`src/rtl/riscie_mem_pkg.sv`:
```
// Shared definitions for the MEM pipeline stage: access-size encodings, FSM
// state type, and byte-enable / store-data replication helpers.
package riscie_mem_pkg;

  localparam logic [1:0] SZ_B = 2'b00;
  localparam logic [1:0] SZ_H = 2'b01;
  localparam logic [1:0] SZ_W = 2'b10;  // 2'b11 decodes as word as well

  typedef enum logic {
    IDLE   = 1'b0,
    ACCESS = 1'b1
  } state_e;

  // Byte-lane enables for an access of the given size at byte offset off
  // (8 lanes covers up to a 64-bit bus; callers truncate to their lane count).
  function automatic logic [7:0] be_mask(input logic [1:0] size, input logic [2:0] off);
    logic [7:0] base;
    case (size)
      SZ_B:    base = 8'h01;
      SZ_H:    base = 8'h03;
      default: base = 8'h0F;
    endcase
    return base << off;
  endfunction

  // Replicate the LSB-aligned store datum across a 64-bit bus so every lane
  // holds the right byte whatever the offset; callers truncate to DATA_W.
  function automatic logic [63:0] wdata_rep(input logic [1:0] size, input logic [31:0] d);
    case (size)
      SZ_B:    return {8{d[7:0]}};
      SZ_H:    return {4{d[15:0]}};
      default: return {2{d}};
    endcase
  endfunction

endpackage

```
`src/rtl/mem_load_align.sv`:
```
// Load data alignment: shifts the memory word down by the byte offset, masks
// to the access size and sign- or zero-extends.
//   rdata_i     memory read word
//   off_i       byte offset within the word
//   size_i      access size (SZ_B / SZ_H / word)
//   unsigned_i  zero-extend when set
//   data_c_o    aligned, extended result (combinational)
module mem_load_align
  import riscie_mem_pkg::*;
#(
  parameter int unsigned DATA_W = 32,
  parameter int unsigned OFF_W  = $clog2(DATA_W / 8)
) (
  input  logic [DATA_W-1:0] rdata_i,
  input  logic [OFF_W-1:0]  off_i,
  input  logic [1:0]        size_i,
  input  logic              unsigned_i,
  output logic [DATA_W-1:0] data_c_o
);

  logic [DATA_W-1:0] shifted;
  logic [DATA_W-1:0] mask;
  logic              sign;

  always_comb begin
    shifted = rdata_i >> {off_i, 3'b000};
    case (size_i)
      SZ_B: begin
        mask = DATA_W'(8'hFF);
        sign = shifted[7];
      end
      SZ_H: begin
        mask = DATA_W'(16'hFFFF);
        sign = shifted[15];
      end
      default: begin
        mask = DATA_W'(32'hFFFF_FFFF);
        sign = shifted[31];
      end
    endcase
    data_c_o = shifted & mask;
    if (sign && !unsigned_i) begin
      data_c_o = data_c_o | ~mask;
    end
  end

endmodule

```
`src/rtl/mem_stage_pipe.sv`:
```
// MEM pipeline stage between EX/MEM and MEM/WB. Issues loads/stores to a data
// memory over a req/ready handshake (wait states allowed), aligns and extends
// load data, backpressures EX while an access is outstanding, and pulses
// branch_taken back to IF.
// Optional build macro: MISALIGN_TRAP_EN -- misaligned half/word accesses
// issue no request and complete next cycle with wb_exc=1. Without it,
// misaligned offsets are rounded down to the access size and wb_exc is 0.
// Ports:
//   clk, rst_n                        clock, async active-low reset
//   ex_valid/ex_ready                 EX handshake
//   ex_addr, ex_wdata, ex_mem_read, ex_mem_write, ex_size, ex_unsigned,
//   ex_branch, ex_zero, ex_rd         operation fields from EX
//   dmem_req/we/addr/wdata/be         memory request (held until dmem_ready)
//   dmem_rdata, dmem_ready            memory response
//   wb_valid/data/addr/rd/exc         MEM/WB result (wb_valid is a pulse)
//   branch_taken                      one-cycle pulse to IF
module mem_stage_pipe
  import riscie_mem_pkg::*;
#(
  parameter int unsigned DATA_W = 32,
  parameter int unsigned ADDR_W = 32,
  parameter int unsigned RD_W   = 5
) (
  input  logic                clk,
  input  logic                rst_n,
  input  logic                ex_valid,
  output logic                ex_ready,
  input  logic [ADDR_W-1:0]   ex_addr,
  input  logic [DATA_W-1:0]   ex_wdata,
  input  logic                ex_mem_read,
  input  logic                ex_mem_write,
  input  logic [1:0]          ex_size,
  input  logic                ex_unsigned,
  input  logic                ex_branch,
  input  logic                ex_zero,
  input  logic [RD_W-1:0]     ex_rd,
  output logic                dmem_req,
  output logic                dmem_we,
  output logic [ADDR_W-1:0]   dmem_addr,
  output logic [DATA_W-1:0]   dmem_wdata,
  output logic [DATA_W/8-1:0] dmem_be,
  input  logic [DATA_W-1:0]   dmem_rdata,
  input  logic                dmem_ready,
  output logic                wb_valid,
  output logic [DATA_W-1:0]   wb_data,
  output logic [ADDR_W-1:0]   wb_addr,
  output logic [RD_W-1:0]     wb_rd,
  output logic                wb_exc,
  output logic                branch_taken
);

  localparam int unsigned NB    = DATA_W / 8;
  localparam int unsigned OFF_W = $clog2(NB);

  state_e              state_q, state_d;
  logic                req_q, req_d;
  logic                we_q, we_d;
  logic [ADDR_W-1:0]   addr_q, addr_d;
  logic [DATA_W-1:0]   wdata_q, wdata_d;
  logic [NB-1:0]       be_q, be_d;
  logic [OFF_W-1:0]    off_q, off_d;
  logic [1:0]          size_q, size_d;
  logic                uns_q, uns_d;
  logic                wb_valid_q, wb_valid_d;
  logic [DATA_W-1:0]   wb_data_q, wb_data_d;
  logic [ADDR_W-1:0]   wb_addr_q, wb_addr_d;
  logic [RD_W-1:0]     wb_rd_q, wb_rd_d;
  logic                br_q, br_d;
  logic                accept;
  logic                is_mem;
  logic [OFF_W-1:0]    off_raw;
  logic [OFF_W-1:0]    off_eff;
  logic [DATA_W-1:0]   load_data_c;
`ifdef MISALIGN_TRAP_EN
  logic                exc_q, exc_d;
  logic                misaligned;
`endif

  assign accept  = ex_valid && (state_q == IDLE);
  assign is_mem  = ex_mem_read || ex_mem_write;
  assign off_raw = ex_addr[OFF_W-1:0];

`ifdef MISALIGN_TRAP_EN
  // Misaligned accesses trap, so the raw offset is used as-is.
  assign off_eff    = off_raw;
  assign misaligned = ((ex_size == SZ_H) && off_raw[0]) ||
                      ((ex_size != SZ_B) && (ex_size != SZ_H) && (off_raw[1:0] != 2'b00));
`else
  // Round the offset down to the access size.
  always_comb begin
    case (ex_size)
      SZ_B:    off_eff = off_raw;
      SZ_H:    off_eff = off_raw & ~OFF_W'(1);
      default: off_eff = off_raw & ~OFF_W'(3);
    endcase
  end
`endif

  mem_load_align #(
    .DATA_W (DATA_W),
    .OFF_W  (OFF_W)
  ) u_load_align (
    .rdata_i    (dmem_rdata),
    .off_i      (off_q),
    .size_i     (size_q),
    .unsigned_i (uns_q),
    .data_c_o   (load_data_c)
  );

  // Next-state and registered-output logic.
  always_comb begin
    state_d    = state_q;
    req_d      = req_q;
    we_d       = we_q;
    addr_d     = addr_q;
    wdata_d    = wdata_q;
    be_d       = be_q;
    off_d      = off_q;
    size_d     = size_q;
    uns_d      = uns_q;
    wb_valid_d = 1'b0;
    wb_data_d  = wb_data_q;
    wb_addr_d  = wb_addr_q;
    wb_rd_d    = wb_rd_q;
    br_d       = 1'b0;
`ifdef MISALIGN_TRAP_EN
    exc_d      = 1'b0;
`endif
    case (state_q)
      IDLE: begin
        if (accept) begin
          wb_addr_d = ex_addr;
          wb_rd_d   = ex_rd;
          if (!is_mem) begin
            wb_valid_d = 1'b1;
            wb_data_d  = '0;
            br_d       = ex_branch && ex_zero;
          end
`ifdef MISALIGN_TRAP_EN
          else if (misaligned) begin
            wb_valid_d = 1'b1;
            wb_data_d  = '0;
            exc_d      = 1'b1;
          end
`endif
          else begin
            // Read+write together is a store.
            state_d = ACCESS;
            req_d   = 1'b1;
            we_d    = ex_mem_write;
            addr_d  = {ex_addr[ADDR_W-1:OFF_W], OFF_W'(0)};
            be_d    = ex_mem_write ? NB'(be_mask(ex_size, 3'(off_eff))) : '1;
            wdata_d = ex_mem_write ? DATA_W'(wdata_rep(ex_size, 32'(ex_wdata))) : '0;
            off_d   = off_eff;
            size_d  = ex_size;
            uns_d   = ex_unsigned;
          end
        end
      end
      ACCESS: begin
        if (dmem_ready) begin
          state_d    = IDLE;
          req_d      = 1'b0;
          wb_valid_d = 1'b1;
          wb_data_d  = we_q ? '0 : load_data_c;
        end
      end
      default: state_d = IDLE;
    endcase
  end

  always_ff @(posedge clk or negedge rst_n) begin
    if (!rst_n) begin
      state_q    <= IDLE;
      req_q      <= 1'b0;
      we_q       <= 1'b0;
      addr_q     <= '0;
      wdata_q    <= '0;
      be_q       <= '0;
      off_q      <= '0;
      size_q     <= '0;
      uns_q      <= 1'b0;
      wb_valid_q <= 1'b0;
      wb_data_q  <= '0;
      wb_addr_q  <= '0;
      wb_rd_q    <= '0;
      br_q       <= 1'b0;
`ifdef MISALIGN_TRAP_EN
      exc_q      <= 1'b0;
`endif
    end else begin
      state_q    <= state_d;
      req_q      <= req_d;
      we_q       <= we_d;
      addr_q     <= addr_d;
      wdata_q    <= wdata_d;
      be_q       <= be_d;
      off_q      <= off_d;
      size_q     <= size_d;
      uns_q      <= uns_d;
      wb_valid_q <= wb_valid_d;
      wb_data_q  <= wb_data_d;
      wb_addr_q  <= wb_addr_d;
      wb_rd_q    <= wb_rd_d;
      br_q       <= br_d;
`ifdef MISALIGN_TRAP_EN
      exc_q      <= exc_d;
`endif
    end
  end

  assign ex_ready     = (state_q == IDLE);
  assign dmem_req     = req_q;
  assign dmem_we      = we_q;
  assign dmem_addr    = addr_q;
  assign dmem_wdata   = wdata_q;
  assign dmem_be      = be_q;
  assign wb_valid     = wb_valid_q;
  assign wb_data      = wb_data_q;
  assign wb_addr      = wb_addr_q;
  assign wb_rd        = wb_rd_q;
  assign branch_taken = br_q;
`ifdef MISALIGN_TRAP_EN
  assign wb_exc       = exc_q;
`else
  assign wb_exc       = 1'b0;
`endif

endmodule
```
`config.mk`:
```
export PLATFORM = sky130hd
export DESIGN_NAME = mem_stage_pipe
export DESIGN_NICKNAME = d
export VERILOG_FILES = /design/src/rtl/riscie_mem_pkg.sv /design/src/rtl/mem_load_align.sv /design/src/rtl/mem_stage_pipe.sv
export SDC_FILE = /design/constraint.sdc
export NUM_CORES = 1
export LEC_CHECK = 0
export BUFFER_PORTS_ARGS = -buffer_cell sky130_fd_sc_hd__clkbuf_2
export CORE_MARGIN = 2
export CORE_UTILIZATION = 49
export CTS_CLUSTER_DIAMETER = 80
export DETAILED_ROUTE_END_ITERATION = 10
export PLACE_DENSITY = 0.89
export RECOVER_POWER = 100
export SLEW_MARGIN = 20
export SYNTH_ARGS = -nofsm -noshare
export SYNTH_HDL_FRONTEND = slang
export SYNTH_SLANG_ARGS = --single-unit
```
`constraint.sdc`:
```
create_clock -name clk -period 2 [get_ports clk]
set_input_delay 0.4 -clock clk [delete_from_list [all_inputs] [get_ports clk]]
set_output_delay 0.4 -clock clk [all_outputs]
set_load 0.005 [all_outputs]
```
==> results.txt, run 1 <==
----------------------------------------------------
[Hold path]
  Depth of the worst hold-timing path ... 3
  Class of the worst hold path ... primary input to flip-flop

[Synthesis]
  Most instantiated flip-flop cell in the synthesis netlist ... sky130_fd_sc_hd__dfrtp_1
  Synthesized flop and latch total ... 145
  Syn Inst Count ... 560
  Cell area after technology mapping ... ~6300 sq um
  Cell variety after synth ... 37
  Count of synthesis-stage warnings from yosys ... 0
  Number of synthesized flops with an enable pin ... 0
  Async set-or-reset flop fraction in the synthesized netlist ... 100%
  Per-instance average area after synthesis ... ~11 sq um
  Post-synthesis sequential area ratio ... a little under three fifths

[Setup path]
  Crit Reg-Reg Endpoint ... dmem_addr[4]
  Signal arrival time at the worst endpoint ... 2.07 ns
  Worst EP required ... 2.30 ns
  Critical Path Start ... state_q
  Startpoint class of the critical path ... flip-flop
  Biggest fanout along the worst timing path ... 12
  WS Path Type ... flip-flop to flip-flop
  CP Capture Type ... flip-flop
  Internal reg-to-reg setup slack ... ~0.23 ns
  Launch instance of the worst register-to-register path ... state_q
  FF-to-FF path depth ... 4
  End of the critical path ... dmem_addr[4]

[Detailed routing]
  Routed via count divided by cell count ... 5.56
  DRC viols ... 0
  Routed via count ... ~5500
  Post-detailed-routing wire length ... about 18000 um
  Routed length per placed instance ... about 19 um
  Number of iterations in the first detailed-routing pass ... 6
  Drt initial violations ... around 400
  Post-DRT Antenna Nets ... 0

[Global route]
  Global-route usage over all layers ... approximately 27%
  Global-route wire length before repair ... ~30000 um
  Largest net degree at the start of global routing ... 53
  Gr ovfl total ... 0
  Number of antenna violations at the first check in global routing ... 0
  Vias in the first global route ... roughly 5600

[Floorplan]
  FP Rows ... ~40
  Die boundary height ... around 120 um
  DIE WIDTH ... 118 um
  Standard cell core area ... approximately 13000 sq um
  Initial Util ... between 50% and 60%
  Die area ... around 14000 sq um
  Top-level port count ... roughly 260

[Cells and area]
  Share of post-route cells with drive strength above 1 ... a little under a third
  Total number of nets in the final design ... ~920
  Number of diodes added for antenna fixing ... 0
  Layout overhead on the synthesized area ... 31.0%
  Post-Layout Cell Count ... roughly 990

[STA]
  Highest attainable clock frequency ... 565 MHz
  Final Hold Vio Count ... 0
  Tightest slew margin relative to the limit ... 46.1%
  Final WS setup ... roughly 0.23 ns
  Tightest Pin Transition ... 0.809 ns
  Final Setup Violations ... 0
  Final hold slack ... about 0.18 ns
  Pins Over Slew Limit ... 0
  Setup repair after global routing missed its margin ... false
  Post-route setup TNS ... 0 ns
  Largest clock skew in the final design ... around 0.0073 ns
  Final period demand of the worst path ... approximately 1.8 ns
  Final critical-path share of the clock period ... roughly nine tenths

[Clock network]
  Clock root buffer master ... sky130_fd_sc_hd__clkbuf_16
  TritonCTS clock tree ... done
  Post-CTS setup buffer count ... 0
  CTS sink count ... roughly 150
  Skew-Pair Late Insertion Delay ... approximately 0.42 ns
  Level count of the clock H-tree ... 4
  Longest Clk Path Bufs ... 2
  Number of buffers added by the clock tree synthesis step ... 17
  Clk slew on worst S/H paths ... 0.06 ns

[Placement]
  Place WS ... around 0.2 ns
  Total instance count after detailed placement ... 961
  Port Buffers ... approximately 250
  Post-DP HPWL ... ~13000 um
  Routability congestion estimate from global placement ... roughly 0.91

[Run status]
  Outcome ... finished, final reports clean

[Pwr]
  Lkg Pwr ... between 4 and 5 nW
  Overall Power ... approximately 9.3 mW
  Max VDD drop ... around 750 uV
  Power density of the placed cells ... about 1100 nW/um^2

[Job]
  Max-cap viol count ... 0

----------------------------------------------------
cell usage in the layout, fill, tap and decap left out, types with 2 or more instances in the layout:
| master | instances |
|---|---|
| sky130_fd_sc_hd__a211o_1 | 7 |
| sky130_fd_sc_hd__a22o_1 | 17 |
| sky130_fd_sc_hd__a2bb2oi_1 | 9 |
| sky130_fd_sc_hd__a32o_1 | 7 |
| sky130_fd_sc_hd__buf_12 | 2 |
| sky130_fd_sc_hd__buf_4 | 11 |
| sky130_fd_sc_hd__bufinv_16 | 3 |
| sky130_fd_sc_hd__clkbuf_1 | 89 |
| sky130_fd_sc_hd__clkbuf_16 | 17 |
| sky130_fd_sc_hd__clkbuf_2 | 168 |
| sky130_fd_sc_hd__clkinv_4 | 4 |
| sky130_fd_sc_hd__clkinvlp_4 | 4 |
| sky130_fd_sc_hd__conb_1 | 3 |
| sky130_fd_sc_hd__dfrtp_1 | 145 |
| sky130_fd_sc_hd__inv_1 | 10 |
| sky130_fd_sc_hd__mux2_2 | 35 |
| sky130_fd_sc_hd__mux2i_1 | 41 |
| sky130_fd_sc_hd__mux4_2 | 2 |
| sky130_fd_sc_hd__nand2_1 | 133 |
| sky130_fd_sc_hd__nand2b_1 | 2 |
| sky130_fd_sc_hd__nand3_1 | 24 |
| sky130_fd_sc_hd__nand3b_1 | 2 |
| sky130_fd_sc_hd__nor2_1 | 6 |
| sky130_fd_sc_hd__nor2b_1 | 11 |
| sky130_fd_sc_hd__o211ai_1 | 8 |
| sky130_fd_sc_hd__o21ai_0 | 12 |
| sky130_fd_sc_hd__o221ai_1 | 16 |
| sky130_fd_sc_hd__o2bb2ai_1 | 16 |
through the flow:
| stage | area (sq um) | utilization, % |
|---|---|---|
| final | 8280 | 65.6 |
| after global routing | 8280 | 65.6 |
| after CTS | 8410 | 66.7 |
| after floorplan | 6320 | - |
| after global placement | 7800 | 61.8 |
| after detailed placement | 7800 | 61.8 |
layer usage:
metal	wire (um)	track usage, %	up-vias
met2	9120	44.6	284
met5	0	0	-
met1	7390	34.1	2727
met4	493	11.4	0
li1	-	-	2478
met3	1410	7.36	34
critical path, cell delays in order, from the launching register on:
cell                       delay [ns]
sky130_fd_sc_hd__dfrtp_1         0.45
sky130_fd_sc_hd__nor2b_1         0.15
sky130_fd_sc_hd__o21ai_4         0.08
sky130_fd_sc_hd__clkbuf_1        0.54
sky130_fd_sc_hd__mux2_2          0.42
synthesized netlist by cell type (10+ instances only):
| master | instances | area, sq um |
|---|---|---|
| sky130_fd_sc_hd__nor2b_1 | 11 | 68.8 |
| sky130_fd_sc_hd__buf_2 | 12 | 60.1 |
| sky130_fd_sc_hd__dfrtp_1 | 145 | 3630 |
| sky130_fd_sc_hd__clkbuf_1 | 23 | 86.3 |
| sky130_fd_sc_hd__o221ai_1 | 16 | 140 |
| sky130_fd_sc_hd__inv_1 | 10 | 37.5 |
| sky130_fd_sc_hd__mux2_2 | 35 | 394 |
| sky130_fd_sc_hd__nand2_1 | 133 | 499 |
| sky130_fd_sc_hd__nand3_1 | 24 | 120 |
| sky130_fd_sc_hd__o2bb2ai_1 | 16 | 140 |
| sky130_fd_sc_hd__a22o_1 | 17 | 149 |
| sky130_fd_sc_hd__mux2i_1 | 41 | 410 |
| sky130_fd_sc_hd__o21ai_0 | 12 | 60.1 |
worst min path at each step:
stage	start	to	slack, ns
2_1_floorplan	rst_n	branch_taken	0.10
3_3_place_gp	rst_n	wb_data[6]	0.37
3_5_place_dp	rst_n	wb_data[4]	0.38
4_1_cts	ex_rd[0]	wb_rd[0]	0.17
5_1_grt	ex_rd[4]	wb_rd[4]	0.18
6_report	ex_rd[4]	wb_rd[4]	0.18
sequential cells by signal, summed over array words and instances (netlist names):
name,cells
branch_taken,1
dmem_addr,30
dmem_be,4
dmem_req,1
dmem_wdata,32
dmem_we,1
off_q,2
size_q,2
state_q,1
uns_q,1
wb_addr,32
wb_data,32
wb_rd,5
wb_valid,1
timing repair:
action                                 in CTS  in global routing
endpoints found under the hold margin      45                  0
hold buffers                                1                  0
resized for setup                           0                  0
cell type report:
| cell class | count | area (sq um) |
|---|---|---|
| multi-input combinational | 364 | 2470 |
| tap | 172 | 215 |
| inverter | 10 | 37.5 |
| sequential | 145 | 3630 |
| timing repair buffer | 271 | 1320 |
| clock buffer | 20 | 447 |
| fill | 1056 | 4340 |
| clock inverter | 12 | 160 |
power breakdown:
part / leakage, nW / internal (mW) / switching [mW]
combinational: 1.99 / 1.00 / 1.11
clock: 0.282 / 2.00 / 1.23
sequential: 1.81 / 3.58 / 0.402
cells by family after synthesis:
family | after synthesis | share of synthesized area (%)
buffers and inverters | 53 | 3.74
multiplexers | 78 | 13.5
AND/OR/NAND/NOR | 183 | 12.4
flip-flops | 145 | 57.5
other | 1 | 0.0594
AO/OA/AOI/OAI | 100 | 12.9
Note: power is estimated with default switching activity, not from simulation.
==> inputs of run 2 (changes only) <==
==> constraint.sdc (replaced) <==
create_clock -name clk -period 2 [get_ports clk]
set_input_delay 0.1 -clock clk [delete_from_list [all_inputs] [get_ports clk]]
set_output_delay 0.1 -clock clk [all_outputs]
set_load 0.005 [all_outputs]
==> run 2 against run 1 <==
Effect of this change: first-iteration DRC count is 57% higher; maximum frequency decreased by 3.4%; clock-buffer cell count increased by 3; global-route usage up 4.9 points; routed wire length up 17%; total power increased by 1.7%; non-clock buffer count up 67; critical path depth up 1; critical path type unchanged; largest power group unchanged; highest routed layer unchanged.
==> results.txt, run 2 (synthesized netlist as in run 1, its figures left out) <==
----------------------------------------------------
[STA]
  Final critical-path share of the clock period ... 91.6% (+3.1 points)
  Tightest Pin Transition ... 0.843 ns (+0.0338 ns)
  Final period demand of the worst path ... 1.83 ns (+0.0627 ns)
  Setup repair after global routing missed its margin ... false
  Post-route setup TNS ... 0 ns (unchanged)
  Final Setup Violations ... 0 (unchanged)
  Largest clock skew in the final design ... 0.00658 ns (-0.000735 ns)
  Final Hold Vio Count ... 0 (unchanged)
  Highest attainable clock frequency ... 546 MHz (-3.4%)
  Pins Over Slew Limit ... 0 (unchanged)
  Tightest slew margin relative to the limit ... 43.8% (-2.3 points)

[Setup path]
  Delay contributed by the slowest stage of the critical path ... 0.45 ns (-0.09 ns)
  Worst path bufs/invs ... 2 (+1)
  Crit Reg-Reg Endpoint ... dmem_wdata[2]
  Startpoint class of the critical path ... flip-flop
  Path length in cells of the critical path ... 5 (+1)
  Critical path cell sequence ... nor2b_1 -> clkbuf_2 -> and2_0 -> buf_4 -> a22o_1
  Internal reg-to-reg setup slack ... 0.17 ns (-0.06 ns)
  Launch instance of the worst register-to-register path ... state_q
  Biggest fanout along the worst timing path ... 17 (+5)
  End of the critical path ... dmem_wdata[2]
  WS Path Type ... flip-flop to flip-flop
  CP Capture Type ... flip-flop
  FF-to-FF path depth ... 5 (+1)
  Critical Path Start ... state_q
  Highest-delay cell along the critical path ... sky130_fd_sc_hd__dfrtp_1
  Worst EP required ... 2.35 ns (+0.05 ns)
  Top cell family by delay on the critical path ... buffers and inverters
  Signal arrival time at the worst endpoint ... 2.18 ns (+0.11 ns)

[Pwr]
  Power density of the placed cells ... 1060 nW/um^2 (-5.7%)
  Max VDD drop ... 823 uV (+10%)
  Overall Power ... 9.48 mW (+1.7%)
  Lkg Pwr ... 4.36 nW (+6.7%)

[Global route]
  Gr ovfl total ... 0 (unchanged)
  Largest net degree at the start of global routing ... 66 (+25%)
  GR met1 Demand/Resource ... 39.2% (+5.1 points)
  Most used routing layer in global routing ... met2
  Met3 Resource Use GR ... 6.69% (-0.68 points)
  Number of antenna violations at the first check in global routing ... 0 (unchanged)
  Global-route wire length before repair ... 34500 um (+17%)
  Global-route met2 utilization ... 53.5% (+9.0 points)
  Global-route usage over all layers ... 32.0% (+4.9 points)
  Vias in the first global route ... 6266 (+12%)

[Placement]
  Total instance count after detailed placement ... 962 (+0.10%)
  Port Buffers ... 251 (unchanged)
  Routability congestion estimate from global placement ... 0.905 (-0.30%)
  Post-DP HPWL ... 13400 um (-0.16%)

[Cells and area]
  Share of post-route cells with drive strength above 1 ... 27.8% (-2.9 points)
  Number of diodes added for antenna fixing ... 0 (unchanged)
  Layout overhead on the synthesized area ... 41.3%
  Share of the core filled with cells ... 70.7% (+5.1 points)
  Most frequent cells in the layout ... sky130_fd_sc_hd__clkbuf_2, sky130_fd_sc_hd__dfrtp_1, sky130_fd_sc_hd__nand2_1
  Filler instances ... 931 (-12%)
  Post-Layout Cell Count ... 1061 (+6.7%)
  Total number of nets in the final design ... 988 (+7.3%)
  Commonest non-fill, non-tap cell in the layout ... sky130_fd_sc_hd__clkbuf_2

[Floorplan]
  Die boundary height ... 118 um (unchanged)
  Die area ... 13800 sq um (unchanged)
  FP Rows ... 41 (unchanged)
  Top-level port count ... 255 (unchanged)
  DIE WIDTH ... 118 um (unchanged)
  Standard cell core area ... 12600 sq um (unchanged)
  Initial Util ... 50.0% (unchanged)

[Run status]
  Outcome ... finished, final reports clean

[Clock network]
  Hold Buf Count CTS ... 67 (+66)
  Clk slew on worst S/H paths ... 0.06 ns (about the same)
  TritonCTS clock tree ... done
  Longest Clk Path Bufs ... 2 (unchanged)
  Level count of the clock H-tree ... 4 (unchanged)
  Skew-Pair Late Insertion Delay ... 0.42 ns (about the same)
  Post-cts gate resize count ... 0 (unchanged)
  Number of buffers added by the clock tree synthesis step ... 17 (unchanged)
  Post-CTS setup buffer count ... 0 (unchanged)
  Clock root buffer master ... sky130_fd_sc_hd__clkbuf_16
  CTS sink count ... 145 (unchanged)

[Detailed routing]
  Drt initial violations ... 644 (+57%)
  Routed via count divided by cell count ... 5.68 (+2.2%)
  Routed via count ... 6027 (+9.1%)
  DRC viols ... 0 (unchanged)
  Routed length per placed instance ... 20.4 um (+10%)
  Number of iterations in the first detailed-routing pass ... 5 (-1)
  Post-detailed-routing wire length ... 21600 um (+17%)
  Post-DRT Antenna Nets ... 0 (unchanged)

[Hold path]
  Class of the worst hold path ... primary input to flip-flop

[Job]
  Max-cap viol count ... 0 (unchanged)

----------------------------------------------------
## run 2: cell count changes in the layout (fill, tap and decap cells not counted), moves of 2 or more
cell,previous run,this run
sky130_fd_sc_hd__clkbuf_1,89,93
sky130_fd_sc_hd__clkbuf_8,1,3
sky130_fd_sc_hd__clkinv_2,1,3
sky130_fd_sc_hd__clkinv_4,4,1
sky130_fd_sc_hd__dlygate4sd3_1,1,67
sky130_fd_sc_hd__mux2_1,0,2
sky130_fd_sc_hd__mux2_2,35,33
## run 2: layer usage
layer | up-vias | wire length, um
met2 | 414 | 10800
met5 | - | 0
li1 | 2620 | -
met4 | 0 | 1060
met3 | 89 | 1760
met1 | 2904 | 8020
## run 2: area by class of cell
class | count | area (sq um) | share of cell area (%)
Multi-Input combinational cell | 364 | 2460 | 27.6
Clock buffer | 23 | 478 | 5.36
Clock inverter | 9 | 106 | 1.19
Inverter | 10 | 37.5 | 0.421
Timing Repair Buffer | 338 | 2000 | 22.4
Sequential cell | 145 | 3630 | 40.7
Tap cell | 172 | 215 | 2.41
## run 2: worst min-delay path by stage
stage / from / end / slack (ns) / cells past startpoint
final: ex_wdata[17] / dmem_wdata[17] / 0.02 / 3
after global routing: ex_wdata[17] / dmem_wdata[17] / 0.02 / 3
after CTS: dmem_rdata[29] / wb_data[29] / 0.0006 / 3
after detailed placement: rst_n / wb_data[6] / 0.15 / 1
after global placement: rst_n / wb_valid / 0.14 / 1
after floorplan: rst_n / branch_taken / -0.20 / 0
## run 2: power breakdown
part / internal (mW) / switching, mW / total, mW
Clock: 1.93 / 1.23 / 3.16
Sequential: 3.58 / 0.445 / 4.03
Combinational: 1.09 / 1.20 / 2.29
## run 2: stage by stage
step | hold slack, ns | cell area (sq um) | worst slack, ns
final | 0.0150 | 8920 | 0.168
after floorplan | -0.196 | 6320 | 0.338
after CTS | 0.000603 | 9080 | 0.296
after detailed placement | 0.150 | 7830 | 0.296
after global routing | 0.0190 | 8920 | 0.114
after global placement | 0.140 | 7800 | 0.281
## run 2: tightest hold or removal path, delay by kind of cell
kind / cells / cell delay (ns)
AO/OA/AOI/OAI: 1 / 0.13
buffers and inverters: 1 / 0.09
multiplexers: 1 / 0.07
